$ cat config.mk
export PLATFORM = sky130hd
export DESIGN_NAME = serial_pattern_tx
export DESIGN_NICKNAME = d
export VERILOG_FILES = /design/src/rtl/serial_pattern_tx.sv
export SDC_FILE = /design/constraint.sdc
export NUM_CORES = 1
export LEC_CHECK = 0
export BUFFER_PORTS_ARGS = -buffer_cell sky130_fd_sc_hd__buf_2
export CORE_ASPECT_RATIO = 1.1
export CORE_UTILIZATION = 25
export CTS_CLUSTER_SIZE = 40
export DETAILED_ROUTE_END_ITERATION = 10
export HOLD_SLACK_MARGIN = 0.06
export SETUP_SLACK_MARGIN = 0.2
export SLEW_MARGIN = 20
export SYNTH_ARGS = -nofsm -noshare
export SYNTH_HDL_FRONTEND = slang
export SYNTH_SLANG_ARGS = --single-unit
$ cat constraint.sdc
create_clock -name clk -period 2.4 [get_ports clk]
set_clock_uncertainty 0.1 [all_clocks]
set_input_delay 0.24 -clock clk [delete_from_list [all_inputs] [get_ports clk]]
set_output_delay 0.24 -clock clk [all_outputs]
set_load 0.01 [all_outputs]
$ cat src/rtl/serial_pattern_tx.sv
// Serial pattern transmitter: shifts a latched pattern out MSB-first, one bit per
// clock, repeated reps times with an optional idle gap between repetitions.
module serial_pattern_tx #(
  parameter int unsigned WIDTH = 8,
  parameter int unsigned CNTW  = 4
) (
  input  logic             clk,
  input  logic             rst,
  input  logic             start,
  input  logic [WIDTH-1:0] pattern,
  input  logic [CNTW-1:0]  len,
  input  logic [CNTW-1:0]  reps,
  input  logic [CNTW-1:0]  gap,
  input  logic             abort,
  output logic             x,
  output logic             x_valid,
  output logic             busy,
  output logic             done,
  output logic [CNTW-1:0]  rep_left
);

  localparam int unsigned IW = (WIDTH > 1) ? $clog2(WIDTH) : 1;

  typedef enum logic [1:0] {IDLE, SEND, GAP} state_t;

  state_t           state, state_d;
  logic [WIDTH-1:0] pat_q, pat_d;
  logic [IW-1:0]    lenm1_q, lenm1_d;
  logic [IW-1:0]    idx_q, idx_d;
  logic [CNTW-1:0]  gap_q, gap_d;
  logic [CNTW-1:0]  gcnt_q, gcnt_d;
  logic [CNTW-1:0]  rep_d;
  logic             x_d, x_valid_d, busy_d, done_d;
  logic [IW-1:0]    lenm1_in;
  logic [CNTW-1:0]  reps_in;

  // Effective length (as last-bit index) and repeat count from the raw inputs
  always_comb begin
    if (len == '0 || 32'(len) > WIDTH) lenm1_in = IW'(WIDTH - 1);
    else                               lenm1_in = IW'(len - CNTW'(1));
    reps_in = (reps == '0) ? CNTW'(1) : reps;
  end

  always_ff @(posedge clk or negedge rst) begin
    if (!rst) begin
      state    <= IDLE;
      pat_q    <= '0;
      lenm1_q  <= '0;
      idx_q    <= '0;
      gap_q    <= '0;
      gcnt_q   <= '0;
      rep_left <= '0;
      x        <= 1'b0;
      x_valid  <= 1'b0;
      busy     <= 1'b0;
      done     <= 1'b0;
    end else begin
      state    <= state_d;
      pat_q    <= pat_d;
      lenm1_q  <= lenm1_d;
      idx_q    <= idx_d;
      gap_q    <= gap_d;
      gcnt_q   <= gcnt_d;
      rep_left <= rep_d;
      x        <= x_d;
      x_valid  <= x_valid_d;
      busy     <= busy_d;
      done     <= done_d;
    end
  end

  always_comb begin
    state_d   = state;
    pat_d     = pat_q;
    lenm1_d   = lenm1_q;
    idx_d     = idx_q;
    gap_d     = gap_q;
    gcnt_d    = gcnt_q;
    rep_d     = rep_left;
    x_d       = x;
    x_valid_d = x_valid;
    busy_d    = busy;
    done_d    = 1'b0;

    if (abort) begin
      state_d   = IDLE;
      x_d       = 1'b0;
      x_valid_d = 1'b0;
      busy_d    = 1'b0;
      rep_d     = '0;
    end else begin
      unique case (state)
        IDLE: begin
          x_d       = 1'b0;
          x_valid_d = 1'b0;
          busy_d    = 1'b0;
          if (start) begin
            state_d   = SEND;
            pat_d     = pattern;
            lenm1_d   = lenm1_in;
            gap_d     = gap;
            idx_d     = lenm1_in;
            rep_d     = reps_in;
            x_d       = pattern[lenm1_in];
            x_valid_d = 1'b1;
            busy_d    = 1'b1;
          end
        end
        SEND: begin
          if (idx_q != '0) begin
            idx_d = idx_q - IW'(1);
            x_d   = pat_q[idx_q - IW'(1)];
          end else if (rep_left > CNTW'(1)) begin
            rep_d = rep_left - CNTW'(1);
            if (gap_q != '0) begin
              state_d   = GAP;
              gcnt_d    = gap_q - CNTW'(1);
              x_d       = 1'b0;
              x_valid_d = 1'b0;
            end else begin
              idx_d = lenm1_q;
              x_d   = pat_q[lenm1_q];
            end
          end else begin
            state_d   = IDLE;
            rep_d     = '0;
            x_d       = 1'b0;
            x_valid_d = 1'b0;
            busy_d    = 1'b0;
            done_d    = 1'b1;
          end
        end
        GAP: begin
          if (gcnt_q == '0) begin
            state_d   = SEND;
            idx_d     = lenm1_q;
            x_d       = pat_q[lenm1_q];
            x_valid_d = 1'b1;
          end else begin
            gcnt_d = gcnt_q - CNTW'(1);
          end
        end
        default: begin
          state_d   = IDLE;
          x_d       = 1'b0;
          x_valid_d = 1'b0;
          busy_d    = 1'b0;
          rep_d     = '0;
        end
      endcase
    end
  end

endmodule
# == After elaboration in Yosys (flattened, before gate mapping) ==
# Cells that the tools add are included.
# word_totals
latchBits,0
ff_bits,32
mem_count,0
mem_bits_ro,0
input_bits,24
ram_bits,0
out_inout_bits,8
# classes
n_bitwise,1
eq_ne,16
n_div,0
reduce_logical,16
muxes,53
addsub,5
n_mul,0
magnitude_cmp,5
shift,0
# ops
cell,n
4-bit 2-to-1 mux,9
1-bit 2-to-1 mux,22
3-bit 2-to-1 mux,6
"3-bit inequality test, second input constant",6
"2-bit inequality test, second input constant",7
4-bit zero test,3
"3-bit by 4-bit < comparator with 1-bit output, second input constant",3
2-bit 2-to-1 mux,6
4-bit case mux with 3 select lines,1
3-bit AND reduction,4
6-bit AND reduction,2
"4-bit by 1-bit subtractor with 4-bit output, second input constant",3
1-bit binary-select mux with 3-bit select,3
1-bit case mux with 3 select lines,3
3-bit case mux with 3 select lines,1
4-bit case mux with 2 select lines,1
2-bit case mux with 3 select lines,1
3-bit nonzero test,2
"3-bit by 1-bit subtractor with 3-bit output, second input constant",2
"4-bit by 1-bit greater-than comparator with 1-bit output, second input constant",1
"4-bit greater-than comparator, second input constant",1
"4-bit inequality test, second input constant",1
4-bit AND reduction,1
4-bit nonzero test,1
6 further kinds,6

# == Logic depth before layout (Yosys ltp) ==
# logic_depth
word_depth,8
mapped_depth,8
ltp_nobuf,7

# == Worst setup path before layout ==
# No wires, ideal clock.
# synth_timing
path_type,flip-flop to flip-flop
startpoint,register rep_left[0]
endpoint,register gcnt_q[2]
setup_time_ns,0.127
arrival_ns,1.795
t_required_ns,2.173
n_path_buf,0
synth_period_minus_slack_ns,2.022
slack_ns,0.378
stages_incl_launch_ff,8
path_cell_list,dfrtp_1 > inv_1 > ha_1 > nor2_1 > o31ai_1 > a2111oi_0 > a22o_1 > a21oi_1
# synth_between
elab_chain_cells,3
# synth_rtl
item,line_no,source
"start, declared",19,output logic [CNTW-1:0] rep_left
"start signal, assigned",64,rep_left <= rep_d;
4-bit by 1-bit greater-than comparator with 1-bit output,113,end else if (rep_left > CNTW'(1)) begin
2-bit inequality test (no source line),--,
6-bit AND reduction (no source line),--,
"end signal, assigned",63,gcnt_q <= gcnt_d;
"end, declared",31,"logic [CNTW-1:0] gcnt_q, gcnt_d;"
# Every way passes these cells.
# A chain may end at the register's enable or synchronous reset.

# == Worst setup path in the final report ==
# layout_timing
startpoint,register state[0]
endpoint,register gcnt_q[2]
# layout_between
elab_chain_cells,3
elab_cells_between_ends,9
# layout_rtl
item,line_no,source
"start, declared",26,"state_t state, state_d;"
"start signal, assigned",58,state <= state_d;
2-bit equality test / 2-bit by 1-bit equality test with 1-bit output (equally long branches),92,unique case (state)
2-bit inequality test (no source line) / 2-bit nonzero test (equally long branches),--,
6-bit AND reduction (no source line),--,
# Several ways; a longest one is shown, not always the timed one.

==> Flow_metrics.wiki <==
{| class="wikitable"
! Metric !! Value
|-
| Run status || finished, final reports clean
|-
| Crit-path cells || inv_1 > ha_2 > buf_4 > mux2i_2 > ha_2 > xnor2_1 > a22o_1 > a21oi_1
|-
| Dpl cells || 344
|-
| Clock transition time at the flip-flop clock pins of the worst setup and hold paths || 0.07 ns
|-
| Critical Path Max Stage Delay || 0.40 ns
|-
| First drt pass iteration count || 4
|-
| Measured slew at the worst slew-check pin || 0.737 ns
|-
| Time the final worst path needs with I/O delays and setup || 2.09 ns
|-
| Share of flip-flops with an asynchronous set or reset || 1.00
|-
| Power density of the placed cells || 1150 nW/um2
|-
| Worst-path cell with the longest stage delay || sky130_fd_sc_hd__dfrtp_1
|-
| Startpoint kind of the worst setup timing path || flop
|-
| Final GP Congestion || 0.823
|-
| Main flop type after synthesis || sky130_fd_sc_hd__dfrtp_1
|-
| Via-to-Cell Ratio || 4.75
|-
| Layout overhead on the synthesized area || 19.9%
|-
| Vert. Die Dim || 99.1 um
|-
| Part of the Yosys area used for sequential elements || 0.374
|-
| Fin. max-slew vios || 0
|-
| Number of standard-cell rows in the floorplan || 35
|-
| Overflow after GRT || 0
|-
| Final worst path period share || 0.870
|-
| Worst setup startpoint || state[0]
|-
| Total number of vias || 1,685
|-
| Number of diodes added for antenna fixing || 0
|-
| Total half-perimeter wirelength after legalization and detailed placement || 3.77 mm
|-
| Area of the multi-input gates || 1280 um2
|-
| Synthesized instance count || 207
|-
| Avg Cell Area, Syn || 10.4 um2
|-
| Worst setup path class || reg -> reg
|-
| Die area || 8950 um2
|-
| Final setup viols || 0
|-
| Share of the synthesized area in the top cell type || 0.374
|-
| Count of input and output buffers || 31
|-
| Placeable core area || 8360 um2
|-
| Initial core utilization || 0.256
|-
| Library cell occupying the most area in the post-synthesis netlist || sky130_fd_sc_hd__dfrtp_1
|-
| Max rail drop VDD || 0.351 mV
|-
| Total number of nets in the final design || 277
|-
| Synthesis-stage register bit count || 32
|-
| Proportion of layout cells with a drive suffix above 1 || 0.336
|-
| Number of primary I/O pins || 32
|-
| Arrival time of data at the critical path endpoint || 2.20 ns
|-
| Horizontal die dimension || 90.3 um
|-
| Wirelength, routed || 4.86 mm
|-
| Later-pin clock latency in the skew report || 0.28 ns
|-
| Post-detailed-route count of antenna-violating nets || 0
|-
| Clock buffer depth || 2
|-
| Post-Synthesis Cell Area || 2140 um2
|-
| Area used by sequential logic in the layout || 802 um2
|-
| Unrepaired setup endpoints after global routing || yes
|-
| Via count of the first global-routing pass || 1,625
|-
| Count of final hold-check violations || 0
|-
| Antenna violations before repair || 0
|-
| Final Instance Count excl. Fillers || 355
|-
| Startpoint of the worst hold path || gap[2]
|-
| Total routing resource utilization after global routing || 0.116
|-
| DR WL/cell || 13.7 um
|-
| Commonest non-fill, non-tap cells in the layout || sky130_fd_sc_hd__dfrtp_1 (31), sky130_fd_sc_hd__buf_2 (31), sky130_fd_sc_hd__nand2_1 (19)
|-
| Yosys warns || 0
|-
| Achievable frequency || 479 MHz
|-
| Headroom to the max-slew limit || 0.509
|-
| Final-layout setup total negative slack || 0 ns
|-
| Violation count after the first detailed-route iteration || 78
|-
| Count of flip-flops with a built-in enable after synthesis || 0
|-
| Root cell of the clock tree || sky130_fd_sc_hd__clkbuf_8
|-
| Type of destination of the critical path || flop
|-
| CTS H-Tree Depth || 2
|-
| Pin count of the biggest net entering global routing || 33
|-
| Most frequent cell on the critical path || sky130_fd_sc_hd__ha_2
|-
| Synth Net Count || 241
|-
| Reg-to-Reg Start || state[0]
|-
| Most area-consuming cells after synthesis || sky130_fd_sc_hd__dfrtp_1 (37%), sky130_fd_sc_hd__mux2_2 (9.5%), sky130_fd_sc_hd__ha_1 (5.8%), sky130_fd_sc_hd__mux4_2 (4.2%), sky130_fd_sc_hd__mux2i_1 (3.7%)
|-
| TritonCTS clock tree || yes
|-
| Worst EP required || 2.51 ns
|-
| Number of DRC violations after detailed routing || 0
|-
| # clock sinks || 32
|-
| Fill cell total of the finished layout || 887
|-
| Max capacitance violation total || 0
|-
| First-pass GRT wire length || 8.25 mm
|-
| Hold WC Path Type || in -> reg
|-
| Cell variety after synth || 46
|-
| Maximum fanout along the worst path || 7
|-
| Clock buffers created by TritonCTS || 5
|-
| Leak Pwr || 1.10 nW
|}
[synth_stat cells, types with 4 or more instances]
cell type	instances
sky130_fd_sc_hd__o21ai_0	15
sky130_fd_sc_hd__nand2_1	19
sky130_fd_sc_hd__a21oi_1	11
sky130_fd_sc_hd__mux4_2	4
sky130_fd_sc_hd__ha_1	10
sky130_fd_sc_hd__dfrtp_1	32
sky130_fd_sc_hd__nand2b_1	6
sky130_fd_sc_hd__mux2_2	18
sky130_fd_sc_hd__xnor2_1	5
sky130_fd_sc_hd__mux2i_1	8
sky130_fd_sc_hd__nor3_1	4
sky130_fd_sc_hd__inv_1	13
sky130_fd_sc_hd__nor2_1	10
sky130_fd_sc_hd__a22o_1	6
[worst paths after layout]
| kind | to | slack (ns) | cells past startpoint |
|---|---|---|---|
| worst max-delay path | gcnt_q[2] | 0.31 | 8 |
| worst min-delay path | gap_q[2] | 0.1 | 2 |
| worst max register to register | gcnt_q[2] | 0.31 | 8 |
| worst min register to register | pat_q[7] | 0.42 | 2 |
| max in group asynchronous | idx_q[0] | 1.22 | 2 |
| min in group asynchronous | gcnt_q[2] | 0.46 | 2 |
[worst max-delay path: cells and delay by family (launching register included)]
family | cells | cell delay, ns
buf+inv | 2 | 0.32
fa+ha+maj | 2 | 0.52
compound gates | 2 | 0.30
flops | 1 | 0.40
xor+xnor | 1 | 0.08
mux | 1 | 0.30
[what timing repair did]
| item | in CTS | in global routing |
|---|---|---|
| hold buffers | 1 | 0 |
| resized for setup | 2 | 7 |
| hold endpoints to repair | 32 | 0 |
| setup endpoints to repair | 2 | 18 |
| pin swaps | 0 | 1 |
| buffers inserted | 0 | 2 |
[metal layers]
| layer | share of wire | vias to the layer above | track usage |
|---|---|---|---|
| met3 | 0.029 | 4 | 0.0275 |
| met5 | 0 | - | 0 |
| li1 | - | 831 | - |
| met4 | 0.0080 | 0 | 0.0298 |
| met1 | 0.46 | 822 | 0.150 |
| met2 | 0.50 | 28 | 0.197 |
[state kept, by name (all words and copies together), names as in the netlist]
name,cells
pat_q,8
gap_q,4
gcnt_q,4
rep_left,4
idx_q,3
lenm1_q,3
state,2
busy,1
done,1
x,1
x_valid,1
[power by group]
part	internal [W]	switching (W)	total, W
clock network	0.000307	0.000203	0.000510
logic	0.000717	0.000686	0.00140
registers	0.000773	0.000265	0.00104
total	0.00180	0.00115	0.00295
[stage by stage]
step	utilization	hold slack [ns]	setup slack [ns]	instance area [um2]	power (W)
CTS	0.303	0.0884	0.226	2540	0.00294
finish	0.307	0.0968	0.311	2570	0.00295
detailed placement	0.288	0.254	0.135	2410	0.00240
global placement	0.288	0.245	0.166	2410	0.00237
global route	0.307	0.0767	0.184	2570	0.00321
floorplan	-	-0.156	0.378	2140	0.00205
[cells by family (layout without fill, tap and decap cells)]
logic type	count (synthesis)	in the layout	share of synthesized area
compound gates	53	53	0.190
buf+inv	19	56	0.0385
xor+xnor	7	7	0.0286
simple gates	55	55	0.130
fa+ha+maj	10	10	0.0584
flops	32	32	0.374
mux	31	31	0.181
[area by class of cell]
class | count | area share
multi-input combinational | 156 | 0.499
sequential | 32 | 0.312
timing repair buffer | 35 | 0.0730
tap | 111 | 0.0540
clock buffer | 5 | 0.0268
inverter | 13 | 0.0190
clock inverter | 3 | 0.0166
Note: power is estimated with default switching activity, not from simulation.
